### src/rtl/pwm_pkg.sv
// Shared definitions for the PWM time-base and compare stages.
package pwm_pkg;

  localparam int unsigned PwmWidth    = 16;
  localparam int unsigned PwmPscWidth = 16;

  typedef enum logic [1:0] {
    StIdle = 2'd0,
    StRun  = 2'd1,
    StDone = 2'd2
  } pwm_state_e;

endpackage

### src/rtl/pwm_prescaler.sv
// Clock prescaler: tick is high on the clock where the counter reaches lim.
module pwm_prescaler
  import pwm_pkg::*;
#(
  parameter int unsigned PSC_WIDTH = PwmPscWidth
) (
  input  logic                 clk,
  input  logic                 rst_n,
  input  logic                 clear,
  input  logic [PSC_WIDTH-1:0] lim,
  output logic                 tick
);

  logic [PSC_WIDTH-1:0] psc_cnt_q, psc_cnt_d;

  assign tick = (psc_cnt_q == lim);

  always_comb begin
    psc_cnt_d = psc_cnt_q + PSC_WIDTH'(1);
    if (clear || tick) begin
      psc_cnt_d = '0;
    end
  end

  always_ff @(posedge clk) begin
    if (!rst_n) begin
      psc_cnt_q <= '0;
    end else begin
      psc_cnt_q <= psc_cnt_d;
    end
  end

endmodule

### src/rtl/pwm_timebase.sv
// PWM time base: prescaled counter, shadowed PERIOD/CCR/DELAY, run FSM with one-shot
// and forced update. All outputs are registered.
module pwm_timebase
  import pwm_pkg::*;
#(
  parameter int unsigned WIDTH     = PwmWidth,
  parameter int unsigned PSC_WIDTH = PwmPscWidth
) (
  input  logic                 clk,
  input  logic                 rst_n,
  input  logic                 en,
  input  logic [PSC_WIDTH-1:0] psc,
  input  logic [WIDTH-1:0]     period_in,
  input  logic [WIDTH-1:0]     ccr_in,
  input  logic [WIDTH-1:0]     delay_in,
  input  logic                 wr_period,
  input  logic                 wr_ccr,
  input  logic                 wr_delay,
  input  logic                 preload_en,
  input  logic                 one_shot,
  input  logic                 force_update,
  output logic [WIDTH-1:0]     cnt,
  output logic [WIDTH-1:0]     period,
  output logic [WIDTH-1:0]     ccr,
  output logic [WIDTH-1:0]     delay,
  output logic                 cnt_en,
  output logic                 update_evt
);

  pwm_state_e state_q, state_d;

  logic [WIDTH-1:0]     cnt_q, cnt_d;
  logic [WIDTH-1:0]     period_q, period_d;
  logic [WIDTH-1:0]     ccr_q, ccr_d;
  logic [WIDTH-1:0]     delay_q, delay_d;
  logic [WIDTH-1:0]     pend_period_q, pend_period_d;
  logic [WIDTH-1:0]     pend_ccr_q, pend_ccr_d;
  logic [WIDTH-1:0]     pend_delay_q, pend_delay_d;
  logic [PSC_WIDTH-1:0] psc_lim_q, psc_lim_d;
  logic                 cnt_en_q, cnt_en_d;
  logic                 upd_evt_q, upd_evt_d;

  logic             tick;
  logic             upd;
  logic             psc_clear;
  logic [WIDTH-1:0] period_last;

  // Last count value of a period; guarded so PERIOD==0 never underflows.
  assign period_last = (period_q != '0) ? (period_q - WIDTH'(1)) : '0;

  // Run FSM and counter.
  always_comb begin
    state_d = state_q;
    cnt_d   = cnt_q;
    upd     = 1'b0;
    if (!en) begin
      state_d = StIdle;
      cnt_d   = '0;
    end else begin
      unique case (state_q)
        StIdle: begin
          state_d = StRun;
          upd     = 1'b1;
        end
        StRun: begin
          if (force_update) begin
            upd = 1'b1;
          end else if (tick && (period_q != '0)) begin
            // >= so that an immediate period reduction below cnt wraps at once.
            if (cnt_q >= period_last) begin
              upd = 1'b1;
              if (one_shot) begin
                state_d = StDone;
              end
            end else begin
              cnt_d = cnt_q + WIDTH'(1);
            end
          end
        end
        StDone: begin
          cnt_d = '0;
        end
        default: begin
          state_d = StIdle;
          cnt_d   = '0;
        end
      endcase
    end
    if (upd) begin
      cnt_d = '0;
    end
  end

  // Prescaler is held at zero outside RUN and restarted on every update event.
  assign psc_clear = (state_d != StRun) || upd;

  pwm_prescaler #(
    .PSC_WIDTH(PSC_WIDTH)
  ) u_prescaler (
    .clk  (clk),
    .rst_n(rst_n),
    .clear(psc_clear),
    .lim  (psc_lim_q),
    .tick (tick)
  );

  // Shadow registers: an update event takes the pending value, including one
  // written on the same edge.
  always_comb begin
    pend_period_d = wr_period ? period_in : pend_period_q;
    pend_ccr_d    = wr_ccr    ? ccr_in    : pend_ccr_q;
    pend_delay_d  = wr_delay  ? delay_in  : pend_delay_q;

    period_d  = period_q;
    ccr_d     = ccr_q;
    delay_d   = delay_q;
    psc_lim_d = psc_lim_q;

    if (upd) begin
      period_d  = pend_period_d;
      ccr_d     = pend_ccr_d;
      delay_d   = pend_delay_d;
      psc_lim_d = psc;
    end else if (!preload_en) begin
      if (wr_period) period_d = period_in;
      if (wr_ccr)    ccr_d    = ccr_in;
      if (wr_delay)  delay_d  = delay_in;
    end

    cnt_en_d  = (state_d == StRun);
    upd_evt_d = upd;
  end

  always_ff @(posedge clk) begin
    if (!rst_n) begin
      state_q       <= StIdle;
      cnt_q         <= '0;
      period_q      <= '0;
      ccr_q         <= '0;
      delay_q       <= '0;
      pend_period_q <= '0;
      pend_ccr_q    <= '0;
      pend_delay_q  <= '0;
      psc_lim_q     <= '0;
      cnt_en_q      <= 1'b0;
      upd_evt_q     <= 1'b0;
    end else begin
      state_q       <= state_d;
      cnt_q         <= cnt_d;
      period_q      <= period_d;
      ccr_q         <= ccr_d;
      delay_q       <= delay_d;
      pend_period_q <= pend_period_d;
      pend_ccr_q    <= pend_ccr_d;
      pend_delay_q  <= pend_delay_d;
      psc_lim_q     <= psc_lim_d;
      cnt_en_q      <= cnt_en_d;
      upd_evt_q     <= upd_evt_d;
    end
  end

  assign cnt        = cnt_q;
  assign period     = period_q;
  assign ccr        = ccr_q;
  assign delay      = delay_q;
  assign cnt_en     = cnt_en_q;
  assign update_evt = upd_evt_q;

endmodule

### config.mk
export PLATFORM = sky130hd
export DESIGN_NAME = pwm_timebase
export DESIGN_NICKNAME = d
export VERILOG_FILES = /design/src/rtl/pwm_pkg.sv /design/src/rtl/pwm_prescaler.sv /design/src/rtl/pwm_timebase.sv
export SDC_FILE = /design/constraint.sdc
export NUM_CORES = 1
export LEC_CHECK = 0
export BUFFER_PORTS_ARGS = -buffer_cell sky130_fd_sc_hd__buf_2
export CAP_MARGIN = 5
export CELL_PAD_IN_SITES_DETAIL_PLACEMENT = 0
export CELL_PAD_IN_SITES_GLOBAL_PLACEMENT = 1
export CORE_MARGIN = 8
export CORE_UTILIZATION = 45
export DETAILED_ROUTE_END_ITERATION = 6
export PLACE_DENSITY_LB_ADDON = 0.1
export SETUP_SLACK_MARGIN = 0.15
export SYNTH_ARGS = -nofsm -noshare
export SYNTH_HDL_FRONTEND = slang
export SYNTH_SLANG_ARGS = --single-unit
### constraint.sdc
create_clock -name clk -period 8.3 [get_ports clk]
set_input_delay 1.66 -clock clk [delete_from_list [all_inputs] [get_ports clk]]
set_output_delay 1.66 -clock clk [all_outputs]
set_load 0.005 [all_outputs]
Yosys cells after proc, flatten, opt, wreduce, memory -nomap -nowiden
Index checks and enable logic that the tools add are counted.
{ "word_totals": {"wordCells": 70, "ff_bits": 148, "output_inout_bits": 66, "inputBits": 73} }
{ "op_classes": {"bitwise": 3, "n_lt_le_gt_ge": 1, "reduce_logical": 14, "eq_ne": 9, "mux": 28, "addsub": 3} }
{ "op_table": {"columns": ["op", "n"], "rows": [
  ["$mux 16", 16],
  ["$add 16x1->16 const B", 2],
  ["$pmux 16 s2", 1],
  ["$eq 16x16->1", 1],
  ["$ge 16x16->1", 1],
  ["$reduce_bool 16->1", 1],
  ["$sub 16x1->16 const B", 1],
  ["$mux 2", 5],
  ["$ne 2x2->1 const B", 3],
  ["$pmux 2 s3", 1],
  ["$reduce_and 2->1", 3],
  ["$reduce_bool 2->1", 3],
  ["$eq 2x1->1 const B", 2],
  ["$mux 1", 4],
  ["$ne 2x1->1 const B", 2],
  ["$reduce_and 4->1", 1],
  ["$not 1->1", 3],
  ["$reduce_or 3->1", 1],
  ["$eq 2x2->1 const B", 1],
  ["$logic_not 2->1", 1],
  ["$logic_or 1x1->1", 2],
  ["$pmux 1 s2", 1],
  ["$reduce_or 2->1", 1],
  ["$logic_and 1x1->1", 1]
]} }

Longest topological paths before layout
Gate-level depths: netlist (run 1).
{ "logic_depth": {"depth_word": 12, "ltp_mapped": 17, "ltp_nobuf": 14} }

Modules after synthesis
A second synthesis (run 1) with hierarchy kept.
{ "unflattened": {"cells_unflattened": 748, "hier_area_um2": 7269.5} }
{ "modules_own_cells": {"columns": ["module", "seq_area_each_um2", "cells_each", "instances", "area_per_inst_um2"], "rows": [
  ["pwm_timebase", 2642.5, 645, 1, 6331.1],
  ["pwm_prescaler", 320.3, 103, 1, 938.4]
]} }

Least setup slack after synthesis (run 1)
OpenSTA, ideal clock, no wires.
{ "synth_path": {"path_type": "reg2reg", "start": "register period_q[6], in the netlist period[6]", "end": "register ccr_q[10], in the netlist ccr[10]", "path_slack_ns": 4.486, "n_path_buf": 2, "setup_time_ns": 0.128, "arrival_time_ns": 3.686, "required_ns": 8.172, "stages_incl_launch_ff": 15, "period_less_slack_ns": 3.814, "cell_sequence": "dfxtp_1 or4_4 nand2b_4 or3_1 clkbuf_1 nand2_1 ha_1 nand4_1 nor4_1 a32oi_2 a211oi_4 o21ai_4 a21oi_2 clkbuf_1 a21oi_1"} }
{ "synth_between": {"elab_chain_len": 10, "elab_cells_between_ends": 14, "classes_between": "1 x add/sub; 1 x order compare; 1 x eq/ne; 7 x mux; 4 x reduce/logical"} }
{ "synth_rtl": {"columns": ["item", "line_no", "source"], "rows": [
  ["from (decl)", "pwm_timebase.sv:33", "logic [WIDTH-1:0] period_q, period_d;"],
  ["from (signal assigned)", "pwm_timebase.sv:150", "period_q <= period_d;"],
  ["$sub 16x1->16 / $reduce_bool 16->1 (equally long branches)", "pwm_timebase.sv:49, pwm_timebase.sv:68", null],
  ["$mux 16", "pwm_timebase.sv:49", "assign period_last = (period_q != '0) ? (period_q - WIDTH'(1)) : '0;"],
  ["$ge 16x16->1", "pwm_timebase.sv:70", "if (cnt_q >= period_last) begin"],
  ["$mux 1", "pwm_timebase.sv:70", null],
  ["$mux 1 (*)", "pwm_timebase.sv:68", "end else if (tick && (period_q != '0)) begin"],
  ["$mux 1 (*)", "pwm_timebase.sv:66", "if (force_update) begin"],
  ["$pmux 1 s2 (*)", "pwm_timebase.sv:60", "unique case (state_q)"],
  ["$mux 1 (*)", "pwm_timebase.sv:56", "if (!en) begin"],
  ["$ne 2x1->1 (no source line) / $reduce_bool 2->1 (equally long branches)", null, null],
  ["$reduce_and 2->1 (no source line)", null, null],
  ["to (signal assigned)", "pwm_timebase.sv:151", "ccr_q <= ccr_d;"],
  ["to (decl)", "pwm_timebase.sv:34", "logic [WIDTH-1:0] ccr_q, ccr_d;"]
]} }
Every way passes the cells marked *; elsewhere a longest branch is shown, timed or not.
A chain may end at the register's enable or synchronous reset.

Worst setup path in the final report (run 1)
{ "layout_path": {"start": "register period_q[6], in the netlist period[6]", "end": "register ccr_q[11], in the netlist ccr[11]"} }
Same word-level chain as after synthesis.

==> results of run 1 <==
==> power by group through the flow <==
stage | registers (W) | logic [W] | clock network [W]
6_report | 0.000787 | 0.000228 | 0.000826
5_1_grt | 0.000792 | 0.000255 | 0.000872
4_1_cts | 0.000786 | 0.000232 | 0.000840
3_5_place_dp | 0.000801 | 0.000230 | 0
3_3_place_gp | 0.000799 | 0.000224 | 0
2_1_floorplan | 0.000795 | 0.000155 | 0
==> final cells by class <==
cell class	count	area, um2
fillers	1412	6840
multi-input cells	501	3530
flip-flops and latches	148	2960
repair buffers	140	706
clock buffers	19	443
well taps	188	235
inverters	62	233
clock inverters	13	196
==> state kept, by name (all words and copies together), names as in the netlist, 16 cells and up <==
name	flops
ccr	16
pend_delay_q	16
cnt	16
pend_ccr_q	16
psc_lim_q	16
period	16
delay	16
u_prescaler.psc_cnt_q	16
pend_period_q	16
==> worst register-to-register path, cell delays in order, from the launching register on <==
cell and delay (ns):
dfxtp_1 0.38, or4_4 0.58, nand2b_4 0.18, or3_1 0.55, o21ai_1 0.16, ha_1 0.19, nand4_1 0.13, nor4_1 0.38
a32oi_2 0.19, a211oi_4 0.67, o21ai_4 0.38, a21oi_2 0.75, a21oi_1 0.17
==> final timing paths <==
check,slack [ns],to,start,cells past startpoint
setup reg to reg,3.44,ccr[11],period[6],12
setup / recovery,3.44,ccr[11],period[6],12
hold reg to reg,0.47,u_prescaler.psc_cnt_q[0],u_prescaler.psc_cnt_q[0],1
hold / removal,0.47,u_prescaler.psc_cnt_q[0],u_prescaler.psc_cnt_q[0],1
==> kinds of logic (layout without fill, tap and decap cells) <==
group           after synthesis  in the layout
fa+ha+maj                    20             20
flops                       148            148
simple gates                215            215
mux                          66             66
compound gates              157            157
buf+inv                     101            234
xor+xnor                     43             43
==> stage by stage <==
step	cell area, um2	power [W]	setup WS (ns)
detailed placement	7670	0.00103	3.36
global route	8310	0.00192	2.99
CTS	8310	0.00186	3.37
global placement	7670	0.00102	3.60
finish	8310	0.00184	3.44
floorplan	6950	0.000950	4.49
==> routing by layer <==
metal  vias to the layer above  part of all wire, %
met1                      2764                   46
met3                        25                  5.7
met2                       147                   46
met5                         -                 0.23
met4                         6                  1.8
li1                       2903                    -
==> cell usage in the layout (no fill, tap or decap), drive strengths merged, types with 10 or more instances in the layout <==
| cell type | netlist | layout |
|---|---|---|
| nor2 | 105 | 105 |
| o221ai | 48 | 48 |
| xnor2 | 11 | 11 |
| o21ai | 11 | 11 |
| a21oi | 74 | 74 |
| buf | 19 | 140 |
| ha | 20 | 20 |
| inv | 60 | 63 |
| xor2 | 32 | 32 |
| clkbuf | 20 | 19 |
| nand2 | 34 | 34 |
| dfxtp | 148 | 148 |
| nand3 | 14 | 14 |
| mux2i | 66 | 66 |
| nand4 | 10 | 10 |
| or4 | 10 | 10 |
==> results.toml, run 1 <==
[route]
drt-wirelength-per-cell_um = 16.8
first_iter_violations = 201
first_pass_iters = 4
vias = 5845
finalWirelength_um = 18000
antenna_left = 0
vias_per_cell = 5.46
drc = 0

[grt]
use_met3_pct = 5.74
grt_max_degree = 51
grt-ovfl-total = 0
busiest_layer = "met2"
grt_pass1_wl_um = 29500
antenna_found_initial = 3
gr-usage-all-layers_pct = 18.3
use_met2_pct = 29.5
gr-usage-met1_pct = 22.4
grt_pass1_vias = 6012

[outcome]
status = "finished, final reports clean"

[sta]
relSlewSlack_pct = 32.5
whs_ns = 0.471
rsz0062_at_grt = "false"
setup_viol = 0
fin_crit_sh_pct = 58.5
max_freq_mhz = 206
slew_viol_final = 0
hold_viol_final = 0
tightest_slew_ns = 1.01
fin_crit_ns = 4.86
fin_skew_ns = 0.0103
tns_ns = 0

[floorplanning]
die_y_um = 140
initial_core_util_pct = 45.9
coreArea_um2 = 15100
num_rows = 45
die-area_um2 = 19700
die_w_um = 140
io_pins = 139

[power]
p_per_area_nw_per_um2 = 222
peakVddDrop_v = 0.000143
swShare_pct = 25.7
clock_power_share_pct = 44.9
seq_power_share_pct = 42.7
power_leakage_nw = 3.83
p_sw_w = 0.000473
p_comb_share_pct = 12.4
p_int_w = 0.00137

[synthesis]
yosys.area_share.simple_pct = 14.8
async_flop_share_pct = 0
synth_area_leaders = "dfxtp_1, mux2i_1, nor2_1"
synth_ff_type = "dfxtp_1"
syn_area_per_cell_um2 = 9.27
syn_inst = 750
synth_top_area_share_pct = 42.6
synth_edf_count = 0
synth_top_family_by_area = "compound AO/OA/AOI/OAI gates"
synthMuxAreaShare_pct = 9.50
yosysSeqAreaShare_pct = 42.6
synth_nets = 843
ys_seq_elements = 148
yosys.area_share.adder_pct = 3.60
ys_top_cells_by_count = "dfxtp_1, nor2_1, a21oi_1, mux2i_1, inv_1"
yosys.area.top_type = "dfxtp_1"
syn-cell-area_um2 = 6950
synthDistinctLibCells = 53
synth_xor_area_share_pct = 5.42
synth_compound_area_share_pct = 17.5
yosys_warnings = 0
yosysMostFrequentCell = "dfxtp_1"

[clock_network]
cts_tree = "built"
post-cts-setup-buffer-count = 0
post_cts_resize_count = 0
cts_hold_buf = 0
h-tree-depth = 4
root_buffer = "clkbuf_16"
clk_path_buf_depth = 2
clk_latency_ns = 0.42
cts_made_buffers = 17
cts.reportedPaths.clkPinSlew_ns = 0.06
clock_sinks = 148

[worst_setup_path]
crit_arrival_ns = 5.13
worstPathRequired_ns = 8.58
path_cells = "or4_4 > nand2b_4 > or3_1 > o21ai_1 > ha_1 > nand4_1 > nor4_1 > a32oi_2 > a211oi_4 > o21ai_4 > a21oi_2 > a21oi_1"
path_class = "reg2reg"
critPathMaxStageDelay_ns = 0.75
worst-path-buf-inv = 0
cp_max_fo = 22
path_delay_family = "compound AO/OA/AOI/OAI gates"
cp_slowest_cell = "a21oi_2"
crit_path_start_kind = "flip-flop"
end_kind = "flip-flop"

[flow_run]
max_cap_viol_count = 0

[layout]
finalNetCount = 963
fin_util_pct = 54.9
diodes = 0
syn_to_final_growth_pct = 19.5
layout-drive-gt1-share_pct = 23.4
stdcell_count = 1071

[hold_path]
hp-class = "reg2reg"

[place]
finalWeightedCongestion = 0.785
hpwl_um = 12900
dp.cells = 1039
portBuffers = 138
(Power assumes the default switching activity.)
==> run 2: changes to the inputs <==
--- a/config.mk
+++ b/config.mk
@@ -5,12 +5,13 @@
 export SDC_FILE = /design/constraint.sdc
 export NUM_CORES = 1
 export LEC_CHECK = 0
+export ABC_AREA = 1
 export BUFFER_PORTS_ARGS = -buffer_cell sky130_fd_sc_hd__buf_2
 export CAP_MARGIN = 5
 export CELL_PAD_IN_SITES_DETAIL_PLACEMENT = 0
 export CELL_PAD_IN_SITES_GLOBAL_PLACEMENT = 1
 export CORE_MARGIN = 8
-export CORE_UTILIZATION = 45
+export CORE_UTILIZATION = 40
 export DETAILED_ROUTE_END_ITERATION = 6
 export PLACE_DENSITY_LB_ADDON = 0.1
 export SETUP_SLACK_MARGIN = 0.15
==> constraint.sdc (replaced) <==
create_clock -name clk -period 5 [get_ports clk]
set_input_delay 1 -clock clk [delete_from_list [all_inputs] [get_ports clk]]
set_output_delay 1 -clock clk [all_outputs]
set_load 0.005 [all_outputs]
==> run 2 against run 1 <==
Effect of this change:
- critical path depth is 5 higher
- synthesized cell count up 39%
- cell count rose by 31%
- die area grew 18%
- sequential power rose by 64%
- via count is 18% higher
- core utilization shrank 7.2 points
- global-route usage down 0.44 points
- combinational power rose by 83%
- fmax grew 21%
- critical path type unchanged
==> results.toml, run 2 <==
[route]
first_pass_iters = 6
met1_length_um = 9700
vias_per_cell = 4.91
wl_met3_um = 1140
drc = 0
finalWirelength_um = 20800
drt-wirelength-per-cell_um = 14.8
antenna_left = 0
vias = 6902
wl_met2_um = 9650
first_iter_violations = 231
highest-signal-layer = "met5"

[grt]
grt_max_degree = 56
grt-ovfl-total = 0
grt_pass1_wl_um = 34200
gr-usage-all-layers_pct = 17.8
grt_pass1_vias = 6690
antenna_found_initial = 6

[floorplanning]
die_y_um = 152
num_rows = 50
initial_core_util_pct = 40.2
die-area_um2 = 23200
coreArea_um2 = 18500
io_pins = 139
die_w_um = 152

[place]
hpwl_um = 14700
dp_slack_ns = 1.01
place_area_um2 = 8250
finalWeightedCongestion = 0.840
dp.cells = 1373
portBuffers = 138

[synthesis]
syn_inst = 1046
async_flop_share_pct = 0
synth_nets = 1139
ys_seq_elements = 148
synthMuxAreaShare_pct = 6.45
syn-cell-area_um2 = 7450
synth_xor_area_share_pct = 3.88
syn_area_per_cell_um2 = 7.12
yosys.area_share.adder_pct = 3.36
yosysSeqAreaShare_pct = 39.8
ys_top_cells_by_count = "nand2_1, dfxtp_1, nor2_1, nand3_1, a21oi_1"
synth_compound_area_share_pct = 7.69
synth_area_leaders = "dfxtp_1, nand2_1, nand3_1"
yosysMostFrequentCell = "nand2_1"
synthDistinctLibCells = 33
yosys_warnings = 0
yosys.area.top_type = "dfxtp_1"
synth_top_area_share_pct = 39.8
synth_ff_type = "dfxtp_1"
yosys.area_share.simple_pct = 31.6
synth_top_family_by_area = "simple AND/OR/NAND/NOR gates"
synth_edf_count = 0

[sta]
fin_crit_ns = 4.00
worst_slack_ns = 0.995
whs_ns = 0.438
fin_crit_sh_pct = 80.1
max_freq_mhz = 250
setup_viol = 0
slew_viol_final = 0
rsz0062_at_grt = "false"
fin_skew_ns = 0.0115
relSlewSlack_pct = 34.5
hold_viol_final = 0
tns_ns = 0
tightest_slew_ns = 0.982

[outcome]
status = "finished, final reports clean"

[worst_setup_path]
crit_path_start_kind = "flip-flop"
path_delay_family = "simple AND/OR/NAND/NOR gates"
rr_worst_depth = 17
worst-path-buf-inv = 1
crit_arrival_ns = 4.35
cp_slowest_cell = "nor3_1"
path_cells = "nor2_1 > inv_1 > nor4_1 > nand2_1 > nor3_1 > a21oi_1 > nand3b_1 > ha_1 > a21oi_1 > o21ai_0 > a21oi_1 > nand2_1 > nand2_1 > nand2_1 > o21ai_0 > nand2_1 > nor3_1"
r2r-end = "cnt[2]"
reg2reg_slack_ns = 1.0
reg2reg_from = "period[4]"
critical_path.most_common_cell = "nand2_1"
critPathMaxStageDelay_ns = 0.45
cp_max_fo = 16
end_kind = "flip-flop"
worstPathRequired_ns = 5.34
path_class = "reg2reg"

[clock_network]
post-cts-setup-buffer-count = 0
cts_tree = "built"
post_cts_resize_count = 0
cts_hold_buf = 0
clk_latency_ns = 0.43
root_buffer = "clkbuf_16"
cts_made_buffers = 17
cts.reportedPaths.clkPinSlew_ns = 0.06
h-tree-depth = 4
clk_path_buf_depth = 2
clock_sinks = 148

[layout]
stdcell_count = 1406
n_fill_cell = 1962
syn_to_final_growth_pct = 18.4
final_cell_mix = "nand2_1, dfxtp_1, buf_2"
design_area_um2 = 8820
layout-drive-gt1-share_pct = 16.1
finalNetCount = 1251
final_common_cell = "nand2_1"

[power]
peakVddDrop_v = 0.000254
p_per_area_nw_per_um2 = 335
power_leakage_nw = 4.14

[hold_path]
whs_endpoint = "state_q[1]"
hp-class = "reg2reg"
hold_path_startpoint = "state_q[0]"
whs_path_depth = 1

[flow_run]
max_cap_viol_count = 0
## run 2: metal layers
metal	up-vias	track usage, %
li1	3635	-
met1	3112	22.0
met2	120	29.3
met3	25	5.62
met4	10	5.42
met5	-	0
## run 2: logic make-up after synthesis
| kind of cell | count (synthesis) |
|---|---|
| XOR/XNOR | 33 |
| buffers and inverters | 126 |
| AND/OR/NAND/NOR | 559 |
| adder cells (fa/ha/maj) | 20 |
| multiplexers | 48 |
| AO/OA/AOI/OAI | 112 |
| flip-flops | 148 |
## run 2: worst register-to-register path, stage by stage (launching register included)
cell	delay [ns]
dfxtp_1	0.35
nor2_1	0.16
inv_1	0.10
nor4_1	0.38
nand2_1	0.15
nor3_1	0.45
a21oi_1	0.12
nand3b_1	0.19
ha_1	0.29
a21oi_1	0.13
o21ai_0	0.09
a21oi_1	0.12
nand2_1	0.13
nand2_1	0.35
nand2_1	0.42
o21ai_0	0.30
nand2_1	0.08
nor3_1	0.12
## run 2: worst max path at each step
stage              start                       end  cells past startpoint
2_1_floorplan  period[4]  u_prescaler.psc_cnt_q[7]                     19
3_5_place_dp   period[4]                    cnt[3]                     17
6_report       period[4]                    cnt[2]                     17
5_1_grt        period[4]                    cnt[3]                     18
4_1_cts        period[4]                    cnt[2]                     17
3_3_place_gp   period[4]                    cnt[3]                     17
## run 2: stage by stage
step / utilization [%] / power [W]
finish: 47.6 / 0.00296
floorplan: - / 0.00159
CTS: 47.6 / 0.00300
global placement: 44.6 / 0.00174
global route: 47.6 / 0.00311
detailed placement: 44.6 / 0.00174
## run 2: cell type report
cell class                 instances  area (um2)  area share, %
sequential                       148        2960           33.6
timing repair buffer             146         763           8.65
multi-input combinational        772        3960           44.9
tap                              234         293           3.32
inverter                          73         274           3.11
antenna                            1        2.50         0.0284
clock inverter                    14         141           1.60
clock buffer                      18         429           4.86
## run 2: where the power goes
group | leakage [nW] | internal, W | switching, W | total (W)
registers | 1.22 | 0.00125 | 0.0000410 | 0.00129
logic | 2.65 | 0.000165 | 0.000252 | 0.000418
clock network | 0.267 | 0.000699 | 0.000553 | 0.00125
total | 4.14 | 0.00211 | 0.000846 | 0.00296
==> run 3: changes to the inputs <==
--- a/config.mk
+++ b/config.mk
@@ -5,13 +5,13 @@
 export SDC_FILE = /design/constraint.sdc
 export NUM_CORES = 1
 export LEC_CHECK = 0
-export ABC_AREA = 1
+export ABC_AREA = 0
 export BUFFER_PORTS_ARGS = -buffer_cell sky130_fd_sc_hd__buf_2
 export CAP_MARGIN = 5
 export CELL_PAD_IN_SITES_DETAIL_PLACEMENT = 0
 export CELL_PAD_IN_SITES_GLOBAL_PLACEMENT = 1
 export CORE_MARGIN = 8
-export CORE_UTILIZATION = 40
+export CORE_UTILIZATION = 38
 export DETAILED_ROUTE_END_ITERATION = 6
 export PLACE_DENSITY_LB_ADDON = 0.1
 export SETUP_SLACK_MARGIN = 0.15
==> constraint.sdc (replaced) <==
create_clock -name clk -period 3.6 [get_ports clk]
set_input_delay 0.72 -clock clk [delete_from_list [all_inputs] [get_ports clk]]
set_output_delay 0.72 -clock clk [all_outputs]
set_load 0.005 [all_outputs]
==> run 3 against run 2 <==
Effect of this change:
- clock skew grew 0.0020 ns
- largest power group is now the clock network
- combinational power grew 71%
- worst hold slack gained 0.041 ns
- critical endpoint is now cnt[5]
- largest cell class unchanged
- wire length grew 0.50%
- via count shrank 9.9%
- core utilization grew 5.8 points
- the flow now finishes with violations (setup timing)
- total power grew 47%
- clock-buffer cell count is the same
- sequential power grew 40%
==> results.toml, run 3 (synthesis gave the netlist of run 1 again) <==
[clock_network]
clk_latency_ns = 0.43
h-tree-depth = 4
cts.reportedPaths.clkPinSlew_ns = 0.06
cts_made_buffers = 17
clock_sinks = 148
root_buffer = "clkbuf_16"
cts_tree = "built"
clk_path_buf_depth = 2

[sta]
worst_slack_ns = -0.0973
fin_skew_ns = 0.0136
rsz0062_at_grt = "true"
tightest_slew_ns = 1.11
max_freq_mhz = 270
whs_ns = 0.479
fin_crit_sh_pct = 103
relSlewSlack_pct = 25.7
slew_viol_final = 0
setup_viol = 66
fin_crit_ns = 3.70
hold_viol_final = 0

[power]
peakVddDrop_v = 0.000330
power_leakage_nw = 4.30
p_per_area_nw_per_um2 = 452
total_power_w = 0.00434

[route]
first_iter_violations = 230
finalWirelength_um = 20900
drc = 0
vias = 6220
antenna_left = 0
first_pass_iters = 5
vias_per_cell = 5.28
drt-wirelength-per-cell_um = 17.7

[layout]
stdcell_count = 1179
layout-drive-gt1-share_pct = 35.5
finalNetCount = 1028
final_common_cell = "dfxtp_1"
final_cell_mix = "dfxtp_1, buf_2, nor2_1"
n_fill_cell = 1633
syn_to_final_growth_pct = 38.0

[flow_run]
max_cap_viol_count = 0

[worst_setup_path]
crit_arrival_ns = 4.06
reg2reg_from = "period[9]"
cp_max_fo = 6
crit_path_start_kind = "flip-flop"
path_class = "reg2reg"
worstPathRequired_ns = 3.96
startpoint = "period[9]"
end_kind = "flip-flop"

[grt]
antenna_found_initial = 3
grt_pass1_vias = 6435
grt-ovfl-total = 0
grt_max_degree = 33
grt_pass1_wl_um = 32800
gr-usage-all-layers_pct = 18.0

[floorplanning]
io_pins = 139
die-area_um2 = 22900
initial_core_util_pct = 38.7
coreArea_um2 = 18000
die_w_um = 151
num_rows = 49
die_y_um = 151

[hold_path]
hp-class = "reg2reg"
hold_path_startpoint = "u_prescaler.psc_cnt_q[0]"

[outcome]
violations = "setup timing"
status = "complete, but fails checks"

[place]
portBuffers = 138
hpwl_um = 13700
dp_slack_ns = -0.139
dp.cells = 1115
finalWeightedCongestion = 0.810
run 3: path summary, 6_finish.rpt:
| check | to | slack (ns) | depth (start not counted) |
|---|---|---|---|
| worst min-delay path | u_prescaler.psc_cnt_q[0] | 0.48 | 1 |
| worst min register to register | u_prescaler.psc_cnt_q[0] | 0.48 | 1 |
| worst max register to register | cnt[5] | -0.1 | 13 |
| worst max-delay path | cnt[5] | -0.1 | 13 |
run 3: layout make-up:
| type | instances | area [um2] | area share [%] |
|---|---|---|---|
| clock inverter | 14 | 169 | 1.76 |
| antenna | 2 | 5.00 | 0.0522 |
| multi-input combinational | 507 | 4080 | 42.5 |
| clock buffer | 18 | 439 | 4.58 |
| timing repair buffer | 199 | 1420 | 14.8 |
| sequential | 148 | 2970 | 30.9 |
| inverter | 62 | 233 | 2.43 |
| tap | 229 | 287 | 2.99 |
run 3: metrics by stage:
step	utilization (%)	instance area (um2)	setup TNS [ns]
6_report	53.4	9590	-3.56
5_1_grt	53.4	9590	-17.74
4_1_cts	51.5	9240	-2.72
3_5_place_dp	45.7	8220	-4.06
3_3_place_gp	45.7	8220	0
2_1_floorplan	-	7120	0
run 3: what timing repair did:
action | 4_1_cts | 5_1_grt
pin swaps | 26 | 16
hold buffers | 0 | 0
gates cloned | 7 | 3
buffers inserted | 13 | 7
resized for setup | 40 | 37
endpoints found under the setup margin | 80 | 81
run 3: worst max-delay path, cell delays in order, from the launching register on:
cell,delay (ns)
dfxtp_2,0.32
or4_4,0.54
nand2b_4,0.19
or3_4,0.35
nand2b_1,0.09
ha_1,0.22
a2111o_1,0.39
a32oi_2,0.30
buf_4,0.16
and3_4,0.26
buf_12,0.13
a21oi_4,0.07
or4_4,0.46
a21oi_2,0.13
run 3: power by group:
group / switching, W / internal (W)
clock: 0.000763 / 0.00106
combinational: 0.000373 / 0.000340
sequential: 0.0000699 / 0.00173
total: 0.00121 / 0.00313
run 3: layer usage:
metal	global-route usage (%)	up-vias	part of all wire [%]
met1	21.8	2989	43
met2	30.2	163	49
met4	4.26	4	1.0
met3	6.10	20	6.7
li1	-	3044	-
met5	0	-	0.11
